$ cat src/rtl/apb4_timer_mc_if.sv
// APB4 bus bundle between the peripheral bus master and apb4_timer_mc.
// Purely combinational wiring, no latency.
// No backpressure: the slave side holds pready high.
interface apb4_timer_mc_if #(
  parameter int ADDR_WIDTH = 12
);
  logic [ADDR_WIDTH-1:0] paddr;
  logic                  psel;
  logic                  penable;
  logic                  pwrite;
  logic [31:0]           pwdata;
  logic [31:0]           prdata;
  logic                  pready;
  logic                  pslverr;

  modport master (output paddr, psel, penable, pwrite, pwdata,
                  input  prdata, pready, pslverr);
  modport slave  (input  paddr, psel, penable, pwrite, pwdata,
                  output prdata, pready, pslverr);
endinterface

$ cat src/rtl/apb4_timer_mc.sv
// CHANNELS independent prescaled up/down timers behind one APB4 slave; PWM outputs under TIMER_PWM_EN.
// Latency: writes commit at the access-phase edge, reads are combinational, flag/pwm lag the step by one cycle.
// Backpressure: none, pready is always 1 (zero wait states).
module apb4_timer_mc #(
  parameter int CHANNELS   = 4,
  parameter int CNT_WIDTH  = 32,
  parameter int PSC_WIDTH  = 16,
  parameter int ADDR_WIDTH = 12
) (
  input  logic                  clk_i,
  input  logic                  rst_i,
  apb4_timer_mc_if.slave        apb,
  input  logic                  tick_i,
  output logic [CHANNELS-1:0]   irq_o,
  output logic [CHANNELS-1:0]   pwm_o
);
  localparam int IDX_W = ADDR_WIDTH - 5;

  typedef struct packed {
    logic                 en;
    logic                 periodic;
    logic                 down;
    logic                 irq_en;
    logic                 src;
    logic [PSC_WIDTH-1:0] psc;
    logic [PSC_WIDTH-1:0] psc_cnt;
    logic [CNT_WIDTH-1:0] cmp;
    logic [CNT_WIDTH-1:0] cnt;
    logic                 flag;
  } chan_t;

  chan_t            ch_q [CHANNELS];
  chan_t            ch_d [CHANNELS];
  logic [IDX_W-1:0] ch_idx;
  logic [4:0]       offs;
  logic             access;
  logic             dec_err;
  logic             wr_en;

  assign ch_idx      = apb.paddr[ADDR_WIDTH-1:5];
  assign offs        = apb.paddr[4:0];
  assign access      = apb.psel & apb.penable;
  assign dec_err     = (32'(ch_idx) >= 32'(CHANNELS)) || (offs >= 5'h14) || (offs[1:0] != 2'b00);
  assign wr_en       = access & apb.pwrite & ~dec_err;
  assign apb.pready  = 1'b1;
  assign apb.pslverr = access & dec_err;

`ifdef TIMER_PWM_EN
  logic [CNT_WIDTH-1:0] duty_q [CHANNELS];
  logic [CNT_WIDTH-1:0] duty_d [CHANNELS];
  logic [CHANNELS-1:0]  pwm_q;
  logic [CHANNELS-1:0]  pwm_d;

  always_comb begin
    pwm_d = '0;
    for (int c = 0; c < CHANNELS; c++) begin
      duty_d[c] = duty_q[c];
      if (wr_en && (ch_idx == IDX_W'(c)) && (offs == 5'h10)) begin
        duty_d[c] = apb.pwdata[CNT_WIDTH-1:0];
      end
      pwm_d[c] = ch_q[c].en && (ch_q[c].cnt < duty_q[c]);
    end
  end

  always_ff @(posedge clk_i) begin
    if (rst_i) begin
      pwm_q <= '0;
      for (int c = 0; c < CHANNELS; c++) duty_q[c] <= '0;
    end else begin
      pwm_q  <= pwm_d;
      duty_q <= duty_d;
    end
  end

  assign pwm_o = pwm_q;
`else
  assign pwm_o = '0;
`endif

  always_comb begin
    apb.prdata = '0;
    if (access && !dec_err) begin
      for (int c = 0; c < CHANNELS; c++) begin
        if (ch_idx == IDX_W'(c)) begin
          case (offs)
            5'h00: apb.prdata = {16'(ch_q[c].psc), 11'd0, ch_q[c].src, ch_q[c].irq_en,
                                 ch_q[c].down, ch_q[c].periodic, ch_q[c].en};
            5'h04: apb.prdata = 32'(ch_q[c].cmp);
            5'h08: apb.prdata = 32'(ch_q[c].cnt);
            5'h0C: apb.prdata = {31'd0, ch_q[c].flag};
`ifdef TIMER_PWM_EN
            5'h10: apb.prdata = 32'(duty_q[c]);
`endif
            default: apb.prdata = '0;
          endcase
        end
      end
    end
  end

  // Step update first, bus write last: the write wins on CNT/CTRL, but a match still wins over W1C.
  always_comb begin
    logic sel;
    logic ev;
    logic step;
    logic hit;
    sel  = 1'b0;
    ev   = 1'b0;
    step = 1'b0;
    hit  = 1'b0;
    for (int c = 0; c < CHANNELS; c++) begin
      ch_d[c] = ch_q[c];
      sel  = wr_en && (ch_idx == IDX_W'(c));
      ev   = ch_q[c].en && (ch_q[c].src ? tick_i : 1'b1);
      step = ev && (ch_q[c].psc_cnt == ch_q[c].psc);
      hit  = step && (ch_q[c].down ? (ch_q[c].cnt == '0) : (ch_q[c].cnt == ch_q[c].cmp));
      if (ev) ch_d[c].psc_cnt = step ? '0 : ch_q[c].psc_cnt + 1'b1;
      if (hit) begin
        ch_d[c].flag = 1'b1;
        if (ch_q[c].periodic) ch_d[c].cnt = ch_q[c].down ? ch_q[c].cmp : '0;
        else                  ch_d[c].en  = 1'b0;
      end else if (step) begin
        ch_d[c].cnt = ch_q[c].down ? ch_q[c].cnt - 1'b1 : ch_q[c].cnt + 1'b1;
      end
      if (sel) begin
        case (offs)
          5'h00: begin
            ch_d[c].en       = apb.pwdata[0];
            ch_d[c].periodic = apb.pwdata[1];
            ch_d[c].down     = apb.pwdata[2];
            ch_d[c].irq_en   = apb.pwdata[3];
            ch_d[c].src      = apb.pwdata[4];
            ch_d[c].psc      = apb.pwdata[16 +: PSC_WIDTH];
            if (apb.pwdata[0] && !ch_q[c].en) ch_d[c].psc_cnt = '0;
          end
          5'h04: ch_d[c].cmp = apb.pwdata[CNT_WIDTH-1:0];
          5'h08: ch_d[c].cnt = apb.pwdata[CNT_WIDTH-1:0];
          5'h0C: if (apb.pwdata[0] && !hit) ch_d[c].flag = 1'b0;
          default: ;
        endcase
      end
    end
  end

  always_comb begin
    irq_o = '0;
    for (int c = 0; c < CHANNELS; c++) irq_o[c] = ch_q[c].flag & ch_q[c].irq_en;
  end

  always_ff @(posedge clk_i) begin
    if (rst_i) begin
      for (int c = 0; c < CHANNELS; c++) ch_q[c] <= '0;
    end else begin
      ch_q <= ch_d;
    end
  end
endmodule

$ cat src/flat_wrapper.sv
// flat-port wrapper written by rule: the top's interface ports become plain ports
module apb4_timer_mc_flat 
#(
  parameter int CHANNELS   = 4,
  parameter int CNT_WIDTH  = 32,
  parameter int PSC_WIDTH  = 16,
  parameter int ADDR_WIDTH = 12
)
  (clk_i, rst_i, tick_i, irq_o, pwm_o, apb_paddr, apb_psel, apb_penable, apb_pwrite, apb_pwdata, apb_prdata, apb_pready, apb_pslverr);
  apb4_timer_mc_if #(.ADDR_WIDTH(ADDR_WIDTH)) apb_i ();
  input  logic clk_i;
  input  logic rst_i;
  input  logic tick_i;
  output logic [CHANNELS-1:0] irq_o;
  output logic [CHANNELS-1:0] pwm_o;
  input wire logic [$bits(apb_i.paddr)-1:0] apb_paddr;
  input wire logic [$bits(apb_i.psel)-1:0] apb_psel;
  input wire logic [$bits(apb_i.penable)-1:0] apb_penable;
  input wire logic [$bits(apb_i.pwrite)-1:0] apb_pwrite;
  input wire logic [$bits(apb_i.pwdata)-1:0] apb_pwdata;
  output wire logic [$bits(apb_i.prdata)-1:0] apb_prdata;
  output wire logic [$bits(apb_i.pready)-1:0] apb_pready;
  output wire logic [$bits(apb_i.pslverr)-1:0] apb_pslverr;
  assign apb_i.paddr = apb_paddr;
  assign apb_i.psel = apb_psel;
  assign apb_i.penable = apb_penable;
  assign apb_i.pwrite = apb_pwrite;
  assign apb_i.pwdata = apb_pwdata;
  assign apb_prdata = apb_i.prdata;
  assign apb_pready = apb_i.pready;
  assign apb_pslverr = apb_i.pslverr;
  apb4_timer_mc #(.CHANNELS(CHANNELS), .CNT_WIDTH(CNT_WIDTH), .PSC_WIDTH(PSC_WIDTH), .ADDR_WIDTH(ADDR_WIDTH)) u_core (.clk_i(clk_i), .rst_i(rst_i), .apb(apb_i), .tick_i(tick_i), .irq_o(irq_o), .pwm_o(pwm_o));
endmodule
$ cat config.mk
export PLATFORM = sky130hd
export DESIGN_NAME = apb4_timer_mc_flat
export DESIGN_NICKNAME = d
export VERILOG_FILES = /design/src/rtl/apb4_timer_mc_if.sv /design/src/rtl/apb4_timer_mc.sv /design/src/flat_wrapper.sv
export SDC_FILE = /design/constraint.sdc
export NUM_CORES = 2
export LEC_CHECK = 0
export CORE_ASPECT_RATIO = 0.8
export CORE_MARGIN = 2
export CORE_UTILIZATION = 45
export DETAILED_ROUTE_END_ITERATION = 12
export HOLD_SLACK_MARGIN = 0.08
export PLACE_DENSITY_LB_ADDON = 0.12
export REMOVE_ABC_BUFFERS = 1
export SETUP_SLACK_MARGIN = 0.3
export SLEW_MARGIN = 5
export SYNTH_ARGS = -nofsm -noshare
export SYNTH_HDL_FRONTEND = slang
export SYNTH_SLANG_ARGS = --single-unit
$ cat constraint.sdc
create_clock -name clk_i -period 5 [get_ports clk_i]
set_input_delay 1 -clock clk_i [delete_from_list [all_inputs] [get_ports clk_i]]
set_output_delay 1 -clock clk_i [all_outputs]
set_load 0.005 [all_outputs]
==> results.toml <==
[clock_tree]
clock_latency_ns = 0.59
clk_path_buf_depth = 3
cts_tree = "yes"
cts-root-buf = "clkbuf_16"
htree_num_levels = 2
cts_buffers = 46
cts_sinks = 408
path_clk_slew_ns = 0.06

[grt]
gr-usage-met1_pct = 51.8
grt_usage_pct = 34.2
grt_start_max_net_pins = 112
antenna_found_initial = 1
gr-usage-met2_pct = 45.8
gr-total-overflow = 0
grt_use_met3_pct = 10.9
grt.busiest_layer = "met1"
grt_pass1_wl_mm = 171
grt_pass1_vias = 26200

[synthesis]
syn_inst = 3824
synth.most_common_cell = "nand2_1"
synth_cell_types = 86
ys_seq_elements = 408
async_flop_share_pct = 0
yosysSeqAreaShare_pct = 28.9
synth_area_leaders = "dfxtp_1 29%, a21oi_1 9.5%, nand2_1 8.6%"
synthFlopType = "dfxtp_1"
synth_top_area_share_pct = 28.9
synth.avg_cell_area_um2 = 7.38
synth_warnings = 0
synth_area_um2 = 28200
yosysTopAreaCell = "dfxtp_1"
synth_edf_count = 0
synth_commonest_cells = "644 x nand2_1, 538 x a21oi_1, 408 x dfxtp_1"

[cells_and_area]
final_area_um2 = 32000
drive_gt1_share_pct = 7.57
regMostFlops = "u_core.ch_q"
finalNonFillerCells = 4697
area_growth_pct = 13.4
final_nets = 3999
fillers = 6274
largest_reg_flops = 408
utilization_pct = 51.3
largestRegisters = "u_core.ch_q (408)"
num_antenna_cells = 0

[timing]
post-route-min-period_ns = 4.74
fmax_ghz = 0.211
finalCritPeriodShare_pct = 94.9
maxSlewHeadroom_pct = 14.7
skew_ns = 0.0123
rsz0062_at_grt = "yes"
finalSetupViolCount = 0
maxSlewViolCount = 0
hold_ws_ns = 0.479
finalHoldViolations = 0
worst_slew_pin_slew_ns = 1.28

[power_and_ir_drop]
p_comb_share_pct = 5.6
clkPwrFrac_pct = 50.7
swShare_pct = 24.5
power_per_cell_area_nw_per_um2 = 232
p_leak_nw = 13.2
ir_drop_mv = 0.282
power_switching_mw = 1.83
seq_power_share_pct = 43.7
power.internal_mw = 5.61

[routing]
final_antenna_net_count = 0
routedWlPerCell_um = 24.4
drtIter0Drc = 3503
vias = 28800
dr.pass1.iters = 6
wl_mm = 114
drc_errors = 0
via_per_inst = 6.14

[placement]
io_buffers = 86
hpwl_mm = 81.1
dp.cells = 4608
routabilityCongestion = 0.984
place_area_um2 = 30100

[critical_path]
cp_common_cell = "clkdlybuf4s50_1"
crit_path_max_incr_delay_ns = 0.63
critPathArrivalTime_ns = 3.74
critPathTopFamily = "simple AND/OR/NAND/NOR gates"
worst-path-buf-inv = 3
critPathLaunchType = "input pin"
critPathMaxFanout = 8
crit_path_end_kind = "output pin"
worst-setup-path-type = "input pin to output pin"
required_ns = 4.00
worst_path_max_delay_cell = "or4_4"
crit_path_cell_trace = "clkdlybuf4s50_1 -> or4_4 -> or3_4 -> buf_4 -> o22ai_1 -> a21oi_1 -> nor2_2 -> clkdlybuf4s50_1"

[flow_run]
timing.max_cap.violations = 0

[floorplanning]
core-area_um2 = 62400
die-area_um2 = 64800
top_level_ports = 92
rows = 82
die_h_um = 228
die_width_um = 284
start_util_pct = 45.3

[min_path]
hold_class = "register to register"

[status]
status = "finished clean"
## layout make-up
type | count | area, um^2 | area share [%]
multi-input combinational | 3129 | 19100 | 59.5
timing repair buffer | 210 | 2000 | 6.25
clock buffer | 72 | 1460 | 4.57
inverter | 26 | 97.6 | 0.305
sequential | 408 | 8170 | 25.5
tap | 840 | 1050 | 3.28
clock inverter | 12 | 193 | 0.602
## cells by family after synthesis
kind of cell,share of synthesized area (%)
DFF,28.9
adders and majority gates,5.78
xor gates and xnor gates,11.0
AOI/OAI and AO/OA,23.8
muxes,3.00
other,0.0266
buffers and inverters,4.27
and+or+nand+nor,23.2
## worst min-delay path, delay by kind of cell, from the launching register on
kind             cells  cell delay (ns)
flip-flops           1             0.33
AO/OA/AOI/OAI        1             0.05
AND/OR/NAND/NOR      1             0.06
## worst paths after layout
| check | startpoint | end | slack [ns] | depth (start not counted) |
|---|---|---|---|---|
| min reg2reg | u_core.ch_q[302] | u_core.ch_q[302] | 0.48 | 2 |
| min | u_core.ch_q[302] | u_core.ch_q[302] | 0.48 | 2 |
| max reg2reg | u_core.ch_q[303] | u_core.ch_q[233] | 0.87 | 13 |
| max | apb_paddr[7] | apb_prdata[5] | 0.26 | 8 |
## per-layer routing
layer	vias to the layer above	routed length [um]	share of wire [%]
met1	13700	52800	46
met3	144	14500	13
li1	13600	-	-
met5	-	10	0.0087
met4	2	2900	2.5
met2	1379	44300	39
## what timing repair did
action	4_1_cts	5_1_grt
pin swaps	0	24
setup buffers	0	3
gates resized for setup	12	28
setup endpoints to repair	17	17
hold buffers	0	0
cloned	0	2
## cells in the final DEF (no fill, tap or decap), drive strengths merged, types with 25 or more instances in the layout
| cell | n |
|---|---|
| a21o | 73 |
| a211oi | 67 |
| a22oi | 117 |
| nand3 | 72 |
| inv | 26 |
| nor4 | 62 |
| clkdlybuf4s50 | 73 |
| a21oi | 538 |
| buf | 126 |
| dfxtp | 408 |
| xor2 | 182 |
| mux2i | 78 |
| nand2 | 645 |
| nand2b | 25 |
| o21ai | 116 |
| nor2 | 380 |
| clkbuf | 74 |
| nand4 | 59 |
| xnor2 | 172 |
| nor3 | 121 |
| ha | 124 |
## power groups by stage
stage | combinational (mW) | clock [mW] | sequential (mW)
4_1_cts | 0.391 | 3.81 | 3.25
2_1_floorplan | 0.0626 | 0 | 3.32
3_3_place_gp | 0.389 | 0 | 3.32
6_report | 0.417 | 3.77 | 3.25
3_5_place_dp | 0.389 | 0 | 3.32
5_1_grt | 0.422 | 3.94 | 3.25
## through the flow
| stage | TNS [ns] | total power, mW | worst slack (ns) |
|---|---|---|---|
| after floorplan | -322.59 | 3.39 | -1.70 |
| after global placement | 0 | 3.71 | 0.0976 |
| after detailed placement | 0 | 3.71 | 0.0637 |
| after CTS | 0 | 7.45 | 0.301 |
| after global routing | 0 | 7.61 | 0.241 |
| final | 0 | 7.44 | 0.255 |
No activity file was read; power rests on OpenSTA's default activity.
